### src/rtl/alu_share_arbiter_pkg.sv
// Shared definitions for the two-requester ALU arbiter: opcodes, FSM states,
// default datapath width and the legacy 16-bit XOR helper.
package alu_share_arbiter_pkg;

  localparam int unsigned DEFAULT_WIDTH = 16;
  localparam int unsigned XOR16_W       = 16;

  localparam logic [1:0] OP_XOR = 2'b00;
  localparam logic [1:0] OP_SHL = 2'b01;
  localparam logic [1:0] OP_SHR = 2'b10;
  localparam logic [1:0] OP_ROL = 2'b11;

  typedef enum logic [1:0] {
    ST_IDLE = 2'b00,
    ST_EXEC = 2'b01,
    ST_RESP = 2'b10
  } state_t;

  function automatic logic [XOR16_W-1:0] xor16(input logic [XOR16_W-1:0] a,
                                               input logic [XOR16_W-1:0] b);
    return a ^ b;
  endfunction

endpackage

### src/rtl/alu16_shift_xor.sv
// Combinational shared ALU: XOR plus logical shifts and rotate-left.
// Only the low clog2(WIDTH) bits of b are used as the shift amount.
module alu16_shift_xor
  import alu_share_arbiter_pkg::*;
#(
  parameter int unsigned WIDTH = DEFAULT_WIDTH
) (
  input  logic [1:0]       op,
  input  logic [WIDTH-1:0] a,
  input  logic [WIDTH-1:0] b,
  output logic [WIDTH-1:0] y
);

  localparam int unsigned SHW = $clog2(WIDTH);

  logic [SHW-1:0]     sh;
  logic [WIDTH-1:0]   xr;
  logic [2*WIDTH-1:0] rol_wide;

  assign sh = b[SHW-1:0];

  // The 16-bit build reuses the existing xor16 helper; other widths fall back to a plain XOR.
  if (WIDTH == XOR16_W) begin : g_xor16
    assign xr = xor16(a, b);
  end else begin : g_xorw
    assign xr = a ^ b;
  end

  // Rotate by shifting a doubled copy and keeping the upper half.
  assign rol_wide = {a, a} << sh;

  always_comb begin
    y = xr;
    case (op)
      OP_SHL:  y = a << sh;
      OP_SHR:  y = a >> sh;
      OP_ROL:  y = rol_wide[2*WIDTH-1:WIDTH];
      default: y = xr;
    endcase
  end

endmodule

### src/rtl/alu_share_arbiter.sv
// Round-robin arbiter and sequencer sharing one ALU between two requesters;
// one operation in flight, result returned on a tagged response channel.
module alu_share_arbiter
  import alu_share_arbiter_pkg::*;
#(
  parameter int unsigned WIDTH = DEFAULT_WIDTH
) (
  input  logic             clk,
  input  logic             rst,
  input  logic             req0_valid,
  output logic             req0_ready,
  input  logic [1:0]       req0_op,
  input  logic [WIDTH-1:0] req0_a,
  input  logic [WIDTH-1:0] req0_b,
  input  logic             req1_valid,
  output logic             req1_ready,
  input  logic [1:0]       req1_op,
  input  logic [WIDTH-1:0] req1_a,
  input  logic [WIDTH-1:0] req1_b,
  output logic             rsp_valid,
  input  logic             rsp_ready,
  output logic             rsp_id,
  output logic [WIDTH-1:0] rsp_data,
  output logic             busy
);

  state_t           state;
  logic             last_id;
  logic [1:0]       cap_op;
  logic [WIDTH-1:0] cap_a;
  logic [WIDTH-1:0] cap_b;
  logic             cap_id;
  logic [WIDTH-1:0] alu_y;
  logic             gnt_any;
  logic             gnt_id;

  // On contention the requester that did not win last goes first.
  assign gnt_any    = (state == ST_IDLE) && (req0_valid || req1_valid);
  assign gnt_id     = (req0_valid && req1_valid) ? ~last_id : req1_valid;
  assign req0_ready = gnt_any && !gnt_id;
  assign req1_ready = gnt_any && gnt_id;

  alu16_shift_xor #(.WIDTH(WIDTH)) u_alu (
    .op (cap_op),
    .a  (cap_a),
    .b  (cap_b),
    .y  (alu_y)
  );

  always_ff @(posedge clk) begin
    if (rst) begin
      state     <= ST_IDLE;
      last_id   <= 1'b1;
      cap_op    <= OP_XOR;
      cap_a     <= '0;
      cap_b     <= '0;
      cap_id    <= 1'b0;
      rsp_valid <= 1'b0;
      rsp_id    <= 1'b0;
      rsp_data  <= '0;
      busy      <= 1'b0;
    end else begin
      case (state)
        ST_IDLE: begin
          if (gnt_any) begin
            cap_op  <= gnt_id ? req1_op : req0_op;
            cap_a   <= gnt_id ? req1_a  : req0_a;
            cap_b   <= gnt_id ? req1_b  : req0_b;
            cap_id  <= gnt_id;
            last_id <= gnt_id;
            busy    <= 1'b1;
            state   <= ST_EXEC;
          end
        end
        ST_EXEC: begin
          rsp_data  <= alu_y;
          rsp_id    <= cap_id;
          rsp_valid <= 1'b1;
          state     <= ST_RESP;
        end
        ST_RESP: begin
          if (rsp_ready) begin
            rsp_valid <= 1'b0;
            busy      <= 1'b0;
            state     <= ST_IDLE;
          end
        end
        default: begin
          rsp_valid <= 1'b0;
          busy      <= 1'b0;
          state     <= ST_IDLE;
        end
      endcase
    end
  end

endmodule

### config.mk
export PLATFORM = sky130hd
export DESIGN_NAME = alu_share_arbiter
export DESIGN_NICKNAME = d
export VERILOG_FILES = /design/src/rtl/alu_share_arbiter_pkg.sv /design/src/rtl/alu16_shift_xor.sv /design/src/rtl/alu_share_arbiter.sv
export SDC_FILE = /design/constraint.sdc
export NUM_CORES = 1
export LEC_CHECK = 0
export ABC_AREA = 1
export BUFFER_PORTS_ARGS = -buffer_cell sky130_fd_sc_hd__buf_2
export CAP_MARGIN = 40
export CORE_MARGIN = 4
export CORE_UTILIZATION = 45
export CTS_CLUSTER_DIAMETER = 50
export DETAILED_ROUTE_END_ITERATION = 8
export PLACE_DENSITY = 0.74
export SYNTH_ARGS = -nofsm -noshare
export SYNTH_HDL_FRONTEND = slang
export SYNTH_SLANG_ARGS = --single-unit
### constraint.sdc
create_clock -name clk -period 1.7 [get_ports clk]
set_clock_uncertainty 0.05 [all_clocks]
set_input_delay 0.17 -clock clk [delete_from_list [all_inputs] [get_ports clk]]
set_output_delay 0.17 -clock clk [all_outputs]
set_load 0.03 [all_outputs]
; Yosys cells after proc, flatten, opt, wreduce, memory -nomap -nowiden
; Cells that the tools add are included.
; W data, S select, Z words.
[op_classes]
shifts = 3
n_eq_ne = 7
bitwise = 4
n_reduce_logical = 11
muxes = 12
[op_table]
columns = operator, n
row1 = $pmux W16 S3, 1
row2 = $mux W16, 2
row3 = $shl A32 B4 Y32, 1
row4 = $shl A16 B4 Y16, 1
row5 = $shr A16 B4 Y16, 1
row6 = $xor A16 B16 Y16, 1
row7 = $eq A2 B2 Y1 const B, 3
row8 = $mux W2, 3
row9 = $pmux W1 S3, 2
row10 = $pmux W2 S3, 1
row11 = $reduce_and A2 Y1, 3
row12 = $eq A2 B1 Y1 const B, 2
row13 = $logic_and A1 B1 Y1, 4
row14 = $ne A2 B2 Y1 const B, 2
row15 = $mux W1, 3
row16 = $not A1 Y1, 3
row17 = $reduce_and A3 Y1, 1
row18 = $logic_not A2 Y1, 1
row19 = $logic_not A1 Y1, 1
row20 = $logic_or A1 B1 Y1, 1
[word_totals]
reg_bits = 57
elab_cells = 47

; Depth between registers and ports, before layout
[depth]
depth_word = 4
ltp_mapped = 12
mapped_depth_nobuf = 11

; Modules after synthesis
; From an unflattened synthesis, not the netlist that was laid out.
[unflattened]
cells_unflattened = 841
area_unflattened_um2 = 4914.7
[modules_own_cells]
columns = module, n_inst, area_each_um2, cells_each
row1 = alu_share_arbiter, 1, 2874.0, 440
row2 = alu16_shift_xor, 1, 2040.7, 401

; Least setup slack after synthesis
; Ideal clock, no wire load.
[synth_timing]
path_kind = register to register
from = reg cap_b[0]
to = reg rsp_data[14]
required_time_ns = 1.533
setup_slack_ns = 0.182
synth_period_minus_slack_ns = 1.518
path_stages_with_launch = 13
arrival_time_ns = 1.351
setup_ns = 0.117
cell_sequence = dfxtp_1 -> buf_6 -> inv_8 -> buf_12 -> ha_1 -> nand2_1 -> nand2_1 -> nand2_1 -> nand2_1 -> nor2_1 -> nand2_1 -> a21oi_1 -> nor2_1
[synth_via]
elab_chain_len = 2
[synth_lines]
columns = element, line
row1 = start: declaration, alu_share_arbiter.sv:31  ; logic [WIDTH-1:0] cap_b;
row2 = start signal: assignment, alu_share_arbiter.sv:68  ; cap_b <= gnt_id ? req1_b : req0_b;
row3 = "$shl A32 B4 Y32, or another cell as far along", alu16_shift_xor.sv:30  ; assign rol_wide = {a, a} << sh;
row4 = $pmux W16 S3 (*), alu16_shift_xor.sv:34  ; case (op)
row5 = end signal: assignment, alu_share_arbiter.sv:76  ; rsp_data <= alu_y;
row6 = end: declaration, alu_share_arbiter.sv:23  ; output logic [WIDTH-1:0] rsp_data,
; Mark *: on every way between the ends. The rest lies on a longest branch, timed or not.
; A chain may end at the register's enable or synchronous reset.

; Worst setup path after layout
[layout_timing]
from = reg cap_op[1]
to = reg rsp_data[7]
[layout_via]
elab_chain_len = 2
[layout_lines]
columns = element, line
row1 = start: declaration, alu_share_arbiter.sv:29  ; logic [1:0] cap_op;
row2 = start signal: assignment, alu_share_arbiter.sv:66  ; cap_op <= gnt_id ? req1_op : req0_op;
row3 = $eq A2 B2 Y1 or $eq A2 B1 Y1 (tied branches), alu16_shift_xor.sv:34
row4 = $pmux W16 S3 (*), alu16_shift_xor.sv:34
; Marks and branches as above.

==> out/results.txt <==
The mapped cell area was 4200 um^2. The maximum VDD drop is 0.000510 V, and the final number of hold-violating endpoints is 0. Summing over every cut layer, the via total after detailed routing is 4859. Setup-violating endpoint count in the final report: 0.

Summed over all nets, the half-perimeter wirelength after detailed placement is 11.4 mm. The count of non-filler cells in the finished layout came out at 882. The H-tree was split into 3 levels.

On the worst path, the slowest cell contributes a delay of 0.46 ns. Worst hold path class: in2reg. During synthesis, Yosys emitted a total of 0 warnings. From synthesis to final layout, the design area changed by 22.5%. The logs give 6 for the number of detailed-routing iterations run before antenna repair and 0 for the initial antenna violation count. The logs give 14.8 mm for the total detailed-routing wirelength and 882 for the number of inserted filler cells in the final layout. The critical path class is reg2reg.

Dividing the detail-routed via count by the number of cells gives 5.51. The initial utilization of the core area, before any placement, comes to 47.2%. The highest net fanout along the worst path works out to 9.

In this design, the largest share of critical-path delay is due to simple AND/OR/NAND/NOR gates. Endpoint class of the critical path: a register. After floorplanning, the core was divided into 34 placement rows.

Counting every instance in the synthesized netlist gives 673. For the worst-case headroom to the max-slew limit, the log shows 65.5%. The analysis attributes to cell leakage a power of 0.00249 uW. The register bit count reported by yosys works out to 57. The post-route DRC violation count is 0.

Final max-slew violation count: 0. The flow ran to the end, and the final reports show no timing, DRC or antenna violations. The internal power of the cells totals 2910 uW. Kind of start point of the critical path: a register. The signal on the critical path passes through nand2_2 > nor2_8 > inv_4 > nor3_2 > nor2_1 > nand2_1 > nand3_1 > a21oi_1. TritonCTS built the clock tree. The number of nets handed over by synthesis was 748. Area of the core: 8890 um^2.

After global routing the overflow that remains totals 0. In the finished design, the share of the clock period the worst path needs comes to 94.9%. The number of CTS-inserted buffers is 9, and the final critical-path required period is 1.61 ns. Part of the total power dissipated in the clock network: 29.4%. The iteration-0 DRC count of the detailed router was 334; the total instance count after detailed placement was 861. Adding up every negative setup slack in the final design gives 0 ns.

Clock-pin slew was measured on the worst setup and hold paths at 0.07 ns. A synthesized cell averages 6.24 um^2. The post-route netlist has 25.5% of its cells at a drive strength greater than 1. Per report_power, the combinational group accounts for 35.8% of the total. The number of nets in the layout was 844. The logs give 0 for the remaining antenna violation count after routing and 40 for the pin count of the biggest net entering global routing.

Based on the critical path, the design can be clocked at up to 0.620 GHz. The sequential cell fraction of total power is 34.8%, and the die boundary width is 105 um. The clock drives 57 sinks. The analysis attributes to net switching a power of 1790 uW.

For the die outline area, the log shows 10900 um^2. The routed length per instance was 16.8 um. The run gives 4591 as the number of global-route vias before repair.

Hold repair after CTS inserted 0 buffers. The routability congestion estimate is 0.920, and the actual transition at the worst max-transition pin is 0.517 ns. From bottom edge to top edge, the die measures 105 um.

The count of buffers added on input and output ports is 93. The largest individual stage delay along the critical path comes from the cell sky130_fd_sc_hd__dfxtp_1. The tools report the total design power as 4700 uW. Distinct cell type count after synthesis: 33.

STA puts the critical path data required time at 1.92 ns. The tools report the cell chosen for the clock root as sky130_fd_sc_hd__clkbuf_8. For this run, the register share of the synthesized area comes to 27.2%. The number of buffers and inverters on the critical path is 1, and the maximum buffer depth of the clock tree is 2.

The max-capacitance violation count is 0, and the global router's overall resource usage is 26.6%. Pin placement for this block handled 94 I/O pins. For this design the ratio of total power to cell area is 914 nW/um^2. The number of antenna diodes in the final layout is 0.

The first-pass GRT wire length was 23.4 mm. At the later pin of the worst-skew pair, clock insertion delay measures 0.33 ns. Data on the critical path arrives at its endpoint at 1.83 ns. Net switching is 38.1% of the power.
logic make-up (layout without fill, tap and decap cells):
group | Yosys count | after routing | share of synthesized area [%]
flops | 57 | 57 | 27.2
simple gates | 413 | 413 | 44.6
buf+inv | 84 | 185 | 10.6
fa+ha+maj | 2 | 2 | 0.596
compound gates | 102 | 102 | 13.9
xor+xnor | 15 | 15 | 3.13
Yosys cell counts:
cell,number,area (um^2)
sky130_fd_sc_hd__buf_6,9,101
sky130_fd_sc_hd__a21oi_2,6,52.6
sky130_fd_sc_hd__a21oi_1,14,70.1
sky130_fd_sc_hd__nand3_2,10,100
sky130_fd_sc_hd__dfxtp_1,57,1140
sky130_fd_sc_hd__nand2_2,6,37.5
sky130_fd_sc_hd__o21ai_0,39,195
sky130_fd_sc_hd__o21ai_1,7,35.0
sky130_fd_sc_hd__a31oi_1,34,213
sky130_fd_sc_hd__inv_1,36,135
sky130_fd_sc_hd__a211oi_1,1,7.51
sky130_fd_sc_hd__nand4_2,1,12.5
sky130_fd_sc_hd__nand2_1,237,890
sky130_fd_sc_hd__nand4_1,4,25.0
sky130_fd_sc_hd__nand3_1,95,475
sky130_fd_sc_hd__nand3b_1,1,7.51
sky130_fd_sc_hd__nand2_4,7,78.8
sky130_fd_sc_hd__nor2_2,1,6.26
sky130_fd_sc_hd__buf_4,1,7.51
sky130_fd_sc_hd__inv_2,7,26.3
sky130_fd_sc_hd__xnor2_1,15,131
sky130_fd_sc_hd__nor2_1,46,173
sky130_fd_sc_hd__nor2_4,2,22.5
sky130_fd_sc_hd__buf_12,2,40.0
sky130_fd_sc_hd__nor3_4,1,16.3
sky130_fd_sc_hd__inv_4,1,6.26
sky130_fd_sc_hd__clkbuf_1,13,48.8
sky130_fd_sc_hd__buf_2,14,70.1
sky130_fd_sc_hd__o311ai_0,1,8.76
sky130_fd_sc_hd__ha_1,2,25.0
sky130_fd_sc_hd__inv_8,1,11.3
sky130_fd_sc_hd__nor2_8,1,20.0
sky130_fd_sc_hd__nor3_2,1,10.0
power groups by stage:
| stage | registers (uW) | logic (uW) | clock network, uW |
|---|---|---|---|
| 5_1_grt | 1660 | 1850 | 1470 |
| 2_1_floorplan | 1700 | 1060 | 0 |
| 3_3_place_gp | 1650 | 1610 | 0 |
| 4_1_cts | 1630 | 1620 | 1400 |
| 3_5_place_dp | 1660 | 1620 | 0 |
| 6_report | 1640 | 1680 | 1380 |
flip-flops by register name, indices dropped and copies added, names as in the netlist:
name	flops
cap_a	16
cap_b	16
rsp_data	16
cap_op	2
state	2
busy	1
cap_id	1
last_id	1
rsp_id	1
rsp_valid	1
per-stage QoR:
stage	cell area [um^2]	utilization (%)	hold WS, ns	setup WS, ns
floorplan	4200	-	0.278	0.182
detailed placement	4810	54.1	0.386	0.0754
global placement	4810	54.1	0.378	0.0371
CTS	5020	56.5	0.0315	0.0135
finish	5140	57.9	0.0459	0.0868
global route	5140	57.9	0.0458	-0.0166
worst reg2reg max path, cell delays in order (launching register included):
cell and delay (ns):
sky130_fd_sc_hd__dfxtp_1 0.46, sky130_fd_sc_hd__nand2_2 0.16, sky130_fd_sc_hd__nor2_8 0.21, sky130_fd_sc_hd__inv_4 0.09
sky130_fd_sc_hd__nor3_2 0.21, sky130_fd_sc_hd__nor2_1 0.07, sky130_fd_sc_hd__nand2_1 0.09, sky130_fd_sc_hd__nand3_1 0.08
sky130_fd_sc_hd__a21oi_1 0.12
cell usage in the layout (no fill, tap or decap), drive strengths merged, types with 12 or more instances in the layout:
cell type,instances
nor2,50
a21oi,20
inv,45
nand3,105
xnor2,15
nand2,250
o21ai,46
clkbuf,12
a31oi,34
dfxtp,57
buf,122
layer usage:
metal  track usage [%]  wire (um)
met1              33.9       6320
met4              11.9        529
met3              4.62       1110
met5                 0          0
met2              44.3       6890
final cells by class:
cell class / instances / area (um^2) / share of cell area [%]
clock buffer: 10 / 128 / 2.48
clock inverter: 6 / 82.6 / 1.61
inverter: 45 / 184 / 3.57
multi-input combinational: 532 / 2650 / 51.4
sequential: 57 / 1150 / 22.3
tap: 108 / 135 / 2.63
timing repair buffer: 124 / 823 / 16.0
final timing paths:
| kind | startpoint | end | slack (ns) | cells after the start |
|---|---|---|---|---|
| min | req0_b[11] | cap_b[11] | 0.05 | 3 |
| max | cap_op[1] | rsp_data[7] | 0.09 | 8 |
| max reg2reg | cap_op[1] | rsp_data[7] | 0.09 | 8 |
| min reg2reg | busy | busy | 0.41 | 2 |
timing repair:
item	in CTS	in global routing
endpoints found under the setup margin	1	16
buffers inserted	0	3
cloned	0	2
pin swaps	0	2
gates resized for setup	1	17
Power figures use the tool's default switching activity.
